File: config.mk
export PLATFORM = sky130hd
export DESIGN_NAME = rv_timer_multi
export DESIGN_NICKNAME = d
export VERILOG_FILES = /design/src/rtl/rv_timer_multi.sv
export SDC_FILE = /design/constraint.sdc
export NUM_CORES = 1
export LEC_CHECK = 0
export CAP_MARGIN = 15
export CORE_ASPECT_RATIO = 0.9
export CORE_UTILIZATION = 55
export CTS_CLUSTER_SIZE = 28
export DETAILED_ROUTE_END_ITERATION = 10
export HOLD_SLACK_MARGIN = 0.06
export PLACE_DENSITY_LB_ADDON = 0.08
export SKIP_LAST_GASP = 1
export SLEW_MARGIN = 0
export SYNTH_ARGS = -nofsm -noshare
export SYNTH_HDL_FRONTEND = slang
export SYNTH_SLANG_ARGS = --single-unit
File: constraint.sdc
create_clock -name clk_i -period 5.7 [get_ports clk_i]
set_input_delay 1.14 -clock clk_i [delete_from_list [all_inputs] [get_ports clk_i]]
set_output_delay 1.14 -clock clk_i [all_outputs]
set_load 0.02 [all_outputs]
File: src/rtl/rv_timer_multi.sv
// Multi-channel RISC-V style timer: one prescaled 64-bit mtime shared by N_TIMERS comparators,
// with a registered single-cycle register interface and W1C interrupt state.
module rv_timer_multi #(
    parameter int unsigned N_TIMERS   = 4,
    parameter int unsigned PRESCALE_W = 12,
    parameter int unsigned STEP_W     = 8
) (
    input  logic                clk_i,
    input  logic                rst_ni,
    input  logic                req_i,
    input  logic                we_i,
    input  logic [9:0]          addr_i,
    input  logic [31:0]         wdata_i,
    input  logic [3:0]          be_i,
    output logic                rvalid_o,
    output logic [31:0]         rdata_o,
    output logic                err_o,
    output logic [N_TIMERS-1:0] intr_o
);

    logic                  active_q, active_d;
    logic [PRESCALE_W-1:0] prescale_q, prescale_d;
    logic [STEP_W-1:0]     step_q, step_d;
    logic [PRESCALE_W-1:0] pc_q, pc_d;
    logic [63:0]           mtime_q, mtime_d;
    logic [31:0]           shadow_q, shadow_d;
    logic [63:0]           cmp_q [N_TIMERS];
    logic [63:0]           cmp_d [N_TIMERS];
    logic [N_TIMERS-1:0]   intr_en_q, intr_en_d;
    logic [N_TIMERS-1:0]   intr_state_q, intr_state_d;
    logic                  rvalid_q, rvalid_d;
    logic [31:0]           rdata_q, rdata_d;
    logic                  err_q, err_d;

    logic [7:0]          word;
    logic [3:0]          cmp_ch;
    logic                cmp_hi;
    logic                cmp_hit;
    logic                reg_ok;
    logic                acc_err;
    logic                wr_ok;
    logic [31:0]         rd_val;
    logic                tick;
    logic [N_TIMERS-1:0] hw_set;
    logic [N_TIMERS-1:0] sw_clr;
    logic [N_TIMERS-1:0] sw_test;
    logic                unused_bits;

    assign word    = addr_i[9:2];
    assign cmp_ch  = addr_i[7:4];
    assign cmp_hi  = addr_i[2];
    // CMP window is 0x100-0x1FF; only the LO/HI words of implemented channels exist.
    assign cmp_hit = (addr_i[9:8] == 2'b01) && !addr_i[3] && (32'(cmp_ch) < N_TIMERS);

    assign unused_bits = ^{addr_i[1:0], wdata_i};

    always_comb begin
        reg_ok = 1'b1;
        rd_val = '0;
        case (word)
            8'h00: rd_val[0] = active_q;
            8'h01: begin
                rd_val[PRESCALE_W-1:0] = prescale_q;
                rd_val[16+:STEP_W]     = step_q;
            end
            8'h02: rd_val = mtime_q[31:0];
            8'h03: rd_val = shadow_q;
            8'h04: rd_val[N_TIMERS-1:0] = intr_en_q;
            8'h05: rd_val[N_TIMERS-1:0] = intr_state_q;
            8'h06: rd_val = '0;
            default: begin
                if (cmp_hit) begin
                    for (int i = 0; i < N_TIMERS; i++) begin
                        if (cmp_ch == 4'(i)) begin
                            rd_val = cmp_hi ? cmp_q[i][63:32] : cmp_q[i][31:0];
                        end
                    end
                end else begin
                    reg_ok = 1'b0;
                end
            end
        endcase
    end

    assign acc_err = !reg_ok || (we_i && (be_i != 4'hF));
    assign wr_ok   = req_i && we_i && !acc_err;

    always_comb begin
        active_d   = active_q;
        prescale_d = prescale_q;
        step_d     = step_q;
        pc_d       = pc_q;
        mtime_d    = mtime_q;
        shadow_d   = shadow_q;
        cmp_d      = cmp_q;
        intr_en_d  = intr_en_q;
        rvalid_d   = req_i;
        rdata_d    = '0;
        err_d      = 1'b0;
        tick       = 1'b0;
        sw_clr     = '0;
        sw_test    = '0;

        if (req_i) begin
            err_d   = acc_err;
            rdata_d = acc_err ? 32'hFFFF_FFFF : (we_i ? 32'h0 : rd_val);
            if (!we_i && !acc_err && (word == 8'h02)) begin
                shadow_d = mtime_q[63:32];
            end
        end

        if (active_q) begin
            if (pc_q >= prescale_q) begin
                tick = 1'b1;
                pc_d = '0;
            end else begin
                pc_d = pc_q + 1'b1;
            end
        end
        if (tick) begin
            mtime_d = mtime_q + 64'(step_q);
        end

        if (wr_ok) begin
            case (word)
                8'h00: active_d = wdata_i[0];
                8'h01: begin
                    prescale_d = wdata_i[PRESCALE_W-1:0];
                    step_d     = wdata_i[16+:STEP_W];
                end
                // A SW write owns its half outright; the other half keeps its old value, no carry.
                8'h02: mtime_d = {mtime_q[63:32], wdata_i};
                8'h03: mtime_d = {wdata_i, mtime_q[31:0]};
                8'h04: intr_en_d = wdata_i[N_TIMERS-1:0];
                8'h05: sw_clr = wdata_i[N_TIMERS-1:0];
                8'h06: sw_test = wdata_i[N_TIMERS-1:0];
                default: begin
                    for (int i = 0; i < N_TIMERS; i++) begin
                        if (cmp_ch == 4'(i)) begin
                            if (cmp_hi) begin
                                cmp_d[i] = {wdata_i, cmp_q[i][31:0]};
                            end else begin
                                cmp_d[i] = {cmp_q[i][63:32], wdata_i};
                            end
                        end
                    end
                end
            endcase
        end

        for (int i = 0; i < N_TIMERS; i++) begin
            hw_set[i] = (mtime_q >= cmp_q[i]);
        end
        intr_state_d = (intr_state_q & ~sw_clr) | hw_set | sw_test;
    end

    always_ff @(posedge clk_i) begin
        if (!rst_ni) begin
            active_q     <= 1'b0;
            prescale_q   <= '0;
            step_q       <= STEP_W'(1);
            pc_q         <= '0;
            mtime_q      <= '0;
            shadow_q     <= '0;
            for (int i = 0; i < N_TIMERS; i++) begin
                cmp_q[i] <= '1;
            end
            intr_en_q    <= '0;
            intr_state_q <= '0;
            rvalid_q     <= 1'b0;
            rdata_q      <= '0;
            err_q        <= 1'b0;
        end else begin
            active_q     <= active_d;
            prescale_q   <= prescale_d;
            step_q       <= step_d;
            pc_q         <= pc_d;
            mtime_q      <= mtime_d;
            shadow_q     <= shadow_d;
            cmp_q        <= cmp_d;
            intr_en_q    <= intr_en_d;
            intr_state_q <= intr_state_d;
            rvalid_q     <= rvalid_d;
            rdata_q      <= rdata_d;
            err_q        <= err_d;
        end
    end

    assign rvalid_o = rvalid_q;
    assign rdata_o  = rdata_q;
    assign err_o    = err_q;
    assign intr_o   = intr_state_q & intr_en_q;

endmodule

==> summary.txt, run 1 <==
Run status
  – Status: finished clean

Place
  – Pre-CTS setup slack: 1.29 ns
  – Placer Congestion: 0.975
  – PortBufs: 85
  – Placed Area: 0.0271 mm2
  – Placed instance count: 3629
  – DP HPWL: 70.4 mm

Drt
  – Vias per cell: 6.66
  – WL/cell: 26.4 um
  – Post-DRT Antenna Nets: 0
  – Remaining DRCs: 0
  – First-pass detailed-route iteration total: 6
  – DR iter-0 viols: 2818
  – Final WL: 98.1 mm
  – Via count: 24700

Timing
  – Finish-stage setup viols: 0
  – F_max: 240 MHz
  – Final-report hold violation count: 0
  – Final WS setup: 1.53 ns
  – Count of final max-slew check failures: 0
  – Clock Skew: 0.0103 ns
  – Relative slew slack: 20.1%
  – Slew @ Worst Pin: 1.20 ns
  – Fraction of the cycle the final worst path needs: 73.1%
  – Total Negative Setup Slacks: 0 ns
  – Min cycle time layout: 4.17 ns
  – RSZ-0062 raised after global routing: no

Critical path
  – Flop2flop setup slack: 1.53 ns
  – CP required: 6.13 ns
  – Setup Crit Path Kind: flop to flop
  – CP Cell Sequence: inv_1, fa_1, nor2b_1, o31a_1, o2111ai_1, a211oi_2, nand3_1, nor3_1, a311oi_1
  – CP max stage delay: 1.04 ns
  – Crit end category: flop
  – Slowest CP cell: a211oi_2
  – Worst r2r src: mtime_q[1]$_SDFFE_PN0P_
  – Max FO, Critical Path: 13
  – Worst r2r dst: mtime_q[38]$_SDFFE_PN0P_
  – Worst Setup Start Kind: flop
  – Reg2Reg Depth: 9
  – Arrival time worst endpoint: 4.59 ns

Synth
  – Mapped cell area: 0.0258 mm2
  – Syn Nets: 3433
  – Post-Synthesis Cells: 3105
  – Number of synthesized flops with an enable pin: 0
  – Synth Area per Inst: 8.31 um2
  – Synth Warn #: 0
  – Commonest register cell after synthesis: dfxtp_1
  – Register area share after synthesis: 33.1%
  – Ys async rst share: 0%
  – Synth unique cells: 82
  – Flop and latch count out of synthesis: 427

GRT
  – First-pass GRT wire length: 147 mm
  – Initial antenna violation count: 5
  – Gr usage total: 40.6%
  – Vias in the first global route: 23200
  – Grt ovf: 0
  – Largest net degree at the start of global routing: 97

Floorplan
  – Die span in y: 207 um
  – Boundary pin count: 88
  – Initial Utilization: 56.3%
  – Core Rows: 74
  – Die X: 230 um
  – Die area: 0.0478 mm2
  – Total core area: 0.0458 mm2

Clocking
  – Reg clk slew, reported paths: 0.06 ns
  – TritonCTS clock tree: built
  – Root buffer cell: clkbuf_16
  – Post-CTS Hold Fix Bufs: 0
  – Post-cts sizing count: 0
  – Postcts setup bufs: 0
  – Clock latency on the worst-skew pair: 0.59 ns
  – CTS max path bufs: 3
  – Clock sinks: 427
  – Num CTS Buffers: 46
  – CTS H-Tree Depth: 2

Finish
  – Sequential cell area: 0.00855 mm2
  – Share of cells above drive strength 1: 6.64%
  – Multi-input gate area: 0.0154 mm2
  – Fillers: 4035
  – Final cell count without fillers: 3715
  – Nets@finish: 3399
  – Final instance area: 0.0286 mm2
  – Area Overhead vs Synth: 10.8%

Power and ir drop
  – Worst ir drop on vdd: 0.000207 V
  – Leak: 13.2 nW
  – PwrDens: 224 mW/mm2
  – Total power draw: 6.41 mW

Min path
  – Hold WC Path Type: flop to flop
  – HP Start: shadow_q[16]$_SDFFE_PN0P_
  – Hold Crit Endpoint: shadow_q[16]$_SDFFE_PN0P_
  – Hold depth: 2

Run
  – Max-Cap Viols: 0
==> critical path, delay by kind of cell (launching register included) <==
kind / cells / cell delay [ns]
buffers and inverters: 1 / 0.15
DFF: 1 / 0.59
adders and majority gates: 1 / 0.46
and+or+nand+nor: 3 / 1.11
AOI/OAI and AO/OA: 4 / 1.69
==> synthesized netlist by cell type (all sizes together) (33+ instances only) <==
cell type	number	share of area, %
clkbuf	166	2.4
inv	279	4.1
dfxtp	427	33
nand4	64	1.6
nor2	129	2.0
mux4	47	4.1
a21oi	158	3.1
o211ai	266	7.7
buf	54	1.0
a211oi	54	1.6
nand3	50	1.1
nor3	47	0.98
nand2	487	7.1
a21o	33	0.96
o21ai	153	3.0
ha	277	13
==> how the worst max path moves through the flow <==
stage	start	endpoint	slack, ns	cells past startpoint
3_3_place_gp	addr_i[5]	cmp_q[144]$_SDFFE_PN1P_	1.36	9
3_5_place_dp	addr_i[5]	cmp_q[152]$_SDFFE_PN1P_	1.29	10
4_1_cts	mtime_q[1]$_SDFFE_PN0P_	mtime_q[38]$_SDFFE_PN0P_	1.63	9
5_1_grt	mtime_q[1]$_SDFFE_PN0P_	mtime_q[38]$_SDFFE_PN0P_	1.40	9
6_report	mtime_q[1]$_SDFFE_PN0P_	mtime_q[38]$_SDFFE_PN0P_	1.53	9
2_1_floorplan	addr_i[2]	cmp_q[161]$_SDFFE_PN1P_	2.65	8
==> per-layer routing <==
metal	vias to the layer above	part of all wire (%)	GRT usage (%)
met5	-	0	0
met2	1411	43	60.7
met3	303	11	9.20
li1	11200	-	-
met4	0	6.6	23.7
met1	11800	39	53.5
==> placed cells by master (no fill, tap or decap), types with 8 or more instances in the layout <==
master           count
nor3_1              44
and3_1              30
inv_1              279
o21a_1              20
buf_4               45
nand3_1             48
nor4_1              17
o22a_1               8
o31ai_1             11
and4_1               9
dfxtp_1            427
clkdlybuf4s50_1     82
a21o_1              33
a311oi_1            12
a221oi_1            29
clkbuf_8            11
o211ai_1           266
o21ai_0            152
a21oi_1            158
mux2i_1             26
clkbuf_16           49
nand2_1            487
nand2b_1            11
clkbuf_1            15
nor2_4               8
or3_1               17
a211oi_1            53
nand4_1             64
mux4_2              47
a22oi_1             21
nor2b_1              9
a31oi_1             22
ha_1               277
a22o_1              18
nor2_1             118
xor2_1              11
a2111oi_0            9
and2_1              20
==> stage by stage <==
step           hold WS (ns)  util, %
6_report              0.456     62.4
5_1_grt               0.466     62.4
4_1_cts               0.454     62.3
3_5_place_dp          0.447     59.0
3_3_place_gp          0.439     59.0
2_1_floorplan         0.433        -
==> cell families after synthesis <==
group | share of synthesized area (%)
and+or+nand+nor | 16.5
AOI/OAI and AO/OA | 23.4
buffers and inverters | 7.52
DFF | 33.1
adders and majority gates | 13.5
muxes | 5.33
xor gates and xnor gates | 0.611
==> power breakdown <==
part / internal [mW] / total, mW / leakage, nW / switching (mW)
Sequential: 3.00 / 3.00 / 3.46 / 0.00390
Combinational: 0.112 / 0.373 / 8.99 / 0.261
Clock: 1.75 / 3.03 / 0.734 / 1.28
Total: 4.86 / 6.41 / 13.2 / 1.55
==> registers in the layout, summed over array words and instances, names as in the netlist <==
signal and count:
active_q 1, cmp_q 256, err_o 1, intr_en_q 4, intr_state_q 4, mtime_q 64, pc_q 12, prescale_q 12
rdata_o 32, rvalid_o 1, shadow_q 32, step_q 8
==> layout make-up <==
cell class              count  area share (%)
diodes                      3          0.0263
multi-input cells        2178            53.8
repair buffers            138            4.74
clock buffers              75            5.02
well taps                 608            2.66
flip-flops and latches    427            29.9
inverters                 280            3.68
clock inverters             6           0.193
No activity file was read; power rests on OpenSTA's default activity.
==> run 2, diff against run 1 <==
==> constraint.sdc (replaced) <==
create_clock -name clk_i -period 3.6 [get_ports clk_i]
set_input_delay 0.72 -clock clk_i [delete_from_list [all_inputs] [get_ports clk_i]]
set_output_delay 0.72 -clock clk_i [all_outputs]
set_load 0.02 [all_outputs]
==> summary.txt, run 2 (synthesis gave the netlist of run 1 again) <==
Drt
  – DR iter-0 viols: 2958 (+5.0%)
  – Vias per cell: 6.66 (about the same)
  – Post-DRT Antenna Nets: 0 (unchanged)
  – Remaining DRCs: 0 (unchanged)
  – Via count: 25500 (+2.9%)
  – First-pass detailed-route iteration total: 8 (+2)
  – WL/cell: 26.7 um (+1.2%)
  – Final WL: 102 mm (+4.2%)

Power and ir drop
  – Leak: 13.8 nW (+4.4%)
  – Combinational cell fraction of total power: 6.0% (+0.2 points)
  – Worst ir drop on vdd: 0.000418 V (+100%)
  – Switch Pwr: 2.53 mW (+64%)
  – Power Internal: 7.89 mW (+62%)
  – Seq pwr share: 45.6% (-1.3 points)
  – PwrDens: 353 mW/mm2 (+58%)
  – Clock power share: 48.4% (+1.1 points)
  – Sw Ratio: 24.3% (+0.17 points)

Critical path
  – Worst Setup Start Kind: flop
  – Max FO, Critical Path: 23 (+10)
  – Crit end category: flop
  – Setup Crit Path Kind: flop to flop
  – Setup crit start: step_q[0]$_SDFFE_PN1P_
  – CP required: 4.11 ns (-2.02 ns)
  – Arrival time worst endpoint: 3.99 ns (-0.60 ns)
  – Worst r2r src: step_q[0]$_SDFFE_PN1P_
  – Slowest CP cell: dfxtp_1
  – CP Cell Sequence: ha_1, inv_1, fa_1, nor2b_1, o31a_1, o2111ai_1, a211oi_2, buf_4, nand4_1, or3_1, a311oi_1
  – CP max stage delay: 0.44 ns (-0.60 ns)

Timing
  – Finish-stage setup viols: 0 (unchanged)
  – Min cycle time layout: 3.48 ns (-0.682 ns)
  – Final-report hold violation count: 0 (unchanged)
  – Count of final max-slew check failures: 0 (unchanged)
  – Slew @ Worst Pin: 1.10 ns (-0.0930 ns)
  – Total Negative Setup Slacks: 0 ns (unchanged)
  – F_max: 287 MHz (+20%)
  – Clock Skew: 0.0323 ns (+0.0220 ns)
  – Relative slew slack: 26.4% (+6.3 points)
  – Fraction of the cycle the final worst path needs: 96.8% (+24 points)
  – RSZ-0062 raised after global routing: no

Finish
  – Most frequent cells in the layout: nand2_1 (487), dfxtp_1 (427), inv_1 (279), ha_1 (277), o211ai_1 (266)
  – Largest registers: cmp_q x256, mtime_q x64
  – Nets@finish: 3505 (+3.1%)
  – Most common cell after layout, fill and taps aside: nand2_1
  – Max reg flops: 256 (unchanged)
  – Fillers: 3971 (-1.6%)
  – Final instance area: 0.0295 mm2 (+3.2%)
  – Sequential cell area: 0.00855 mm2 (unchanged)
  – Area Overhead vs Synth: 14.3%
  – Share of cells above drive strength 1: 9.90% (+3.3 points)
  – Multi-input gate area: 0.0154 mm2 (unchanged)
  – Top reg by flops: cmp_q

Clocking
  – Num CTS Buffers: 47 (+2.2%)
  – Clock sinks: 427 (unchanged)
  – CTS max path bufs: 3 (unchanged)
  – Root buffer cell: clkbuf_16
  – Postcts setup bufs: 0 (unchanged)
  – TritonCTS clock tree: built
  – Post-cts sizing count: 0 (unchanged)
  – Reg clk slew, reported paths: 0.07 ns (about the same)
  – CTS H-Tree Depth: 2 (unchanged)
  – Clock latency on the worst-skew pair: 0.61 ns (+0.02 ns)
  – Post-CTS Hold Fix Bufs: 0 (unchanged)

Floorplan
  – Die area: 0.0478 mm2 (unchanged)
  – Die span in y: 207 um (unchanged)
  – Total core area: 0.0458 mm2 (unchanged)
  – Core Rows: 74 (unchanged)
  – Boundary pin count: 88 (unchanged)
  – Die X: 230 um (unchanged)
  – Initial Utilization: 56.3% (unchanged)

GRT
  – Initial antenna violation count: 2 (-3)
  – Largest net degree at the start of global routing: 95 (-2.1%)
  – Gr usage total: 42.2% (+1.6 points)
  – First-pass GRT wire length: 152 mm (+3.3%)
  – Vias in the first global route: 23800 (+2.6%)
  – Grt ovf: 0 (unchanged)

Min path
  – HP Start: rst_ni
  – Hold WC Path Type: input port to flop

Run
  – Max-Cap Viols: 0 (unchanged)

Place
  – PortBufs: 85 (unchanged)
  – Placer Congestion: 0.997 (+2.2%)
  – Placed Area: 0.0279 mm2 (+3.2%)
  – DP HPWL: 74.7 mm (+6.1%)

Run status
  – Status: finished clean
-- run 2: changes by cell type in the layout (fill, tap and decap cells not counted), sizes merged --
cell	before	now
clkinv	5	7
clkbuf	75	71
diode	3	2
bufinv	1	4
clkinvlp	0	1
inv	280	281
buf	56	161
-- run 2: final cells by class --
class | instances | share of cell area [%]
repair buffers | 243 | 7.43
clock buffers | 71 | 4.73
clock inverters | 13 | 0.581
flip-flops and latches | 427 | 29.0
diodes | 2 | 0.0170
well taps | 608 | 2.58
inverters | 280 | 3.56
multi-input cells | 2178 | 52.1
-- run 2: critical path: cells and delay by family, from the launching register on --
kind            cells  cell delay, ns
compound gates      4            1.02
simple gates        3            0.86
fa+ha+maj           2            0.66
flops               1            0.44
buf+inv             2            0.40
-- run 2: through the flow --
stage / setup slack (ns) / instances / util [%] / total power [mW] / hold slack, ns
floorplan: 0.970 / 3105 / - / 5.16 / 0.433
global placement: 0.191 / 3736 / 60.9 / 5.46 / 0.438
detailed placement: 0.150 / 3736 / 60.9 / 5.46 / 0.446
CTS: 0.214 / 3820 / 64.3 / 10.4 / 0.382
global route: 0.0466 / 3821 / 64.3 / 10.6 / 0.401
finish: 0.116 / 3822 / 64.4 / 10.4 / 0.399
-- run 2: layer usage --
metal / wire length [um] / track usage, %
met1: 40200 / 54.3
met2: 43600 / 63.2
met3: 11200 / 10.4
met4: 7090 / 26.4
met5: 0 / 0
-- run 2: power groups by stage --
stage                     clock network (mW)  registers, mW  logic, mW
after floorplan                            0           4.89      0.265
after global placement                     0           4.86      0.597
after detailed placement                   0           4.86      0.600
after CTS                               5.08           4.76      0.602
after global routing                    5.25           4.76      0.635
final                                   5.05           4.76      0.623
-- run 2: final timing paths --
kind / cells after the start / slack, ns / to
setup reg to reg: 11 / 0.12 / mtime_q[62]$_SDFFE_PN0P_
hold / removal: 2 / 0.40 / cmp_q[247]$_SDFFE_PN1P_
setup / recovery: 11 / 0.12 / mtime_q[62]$_SDFFE_PN0P_
hold reg to reg: 2 / 0.46 / shadow_q[27]$_SDFFE_PN0P_
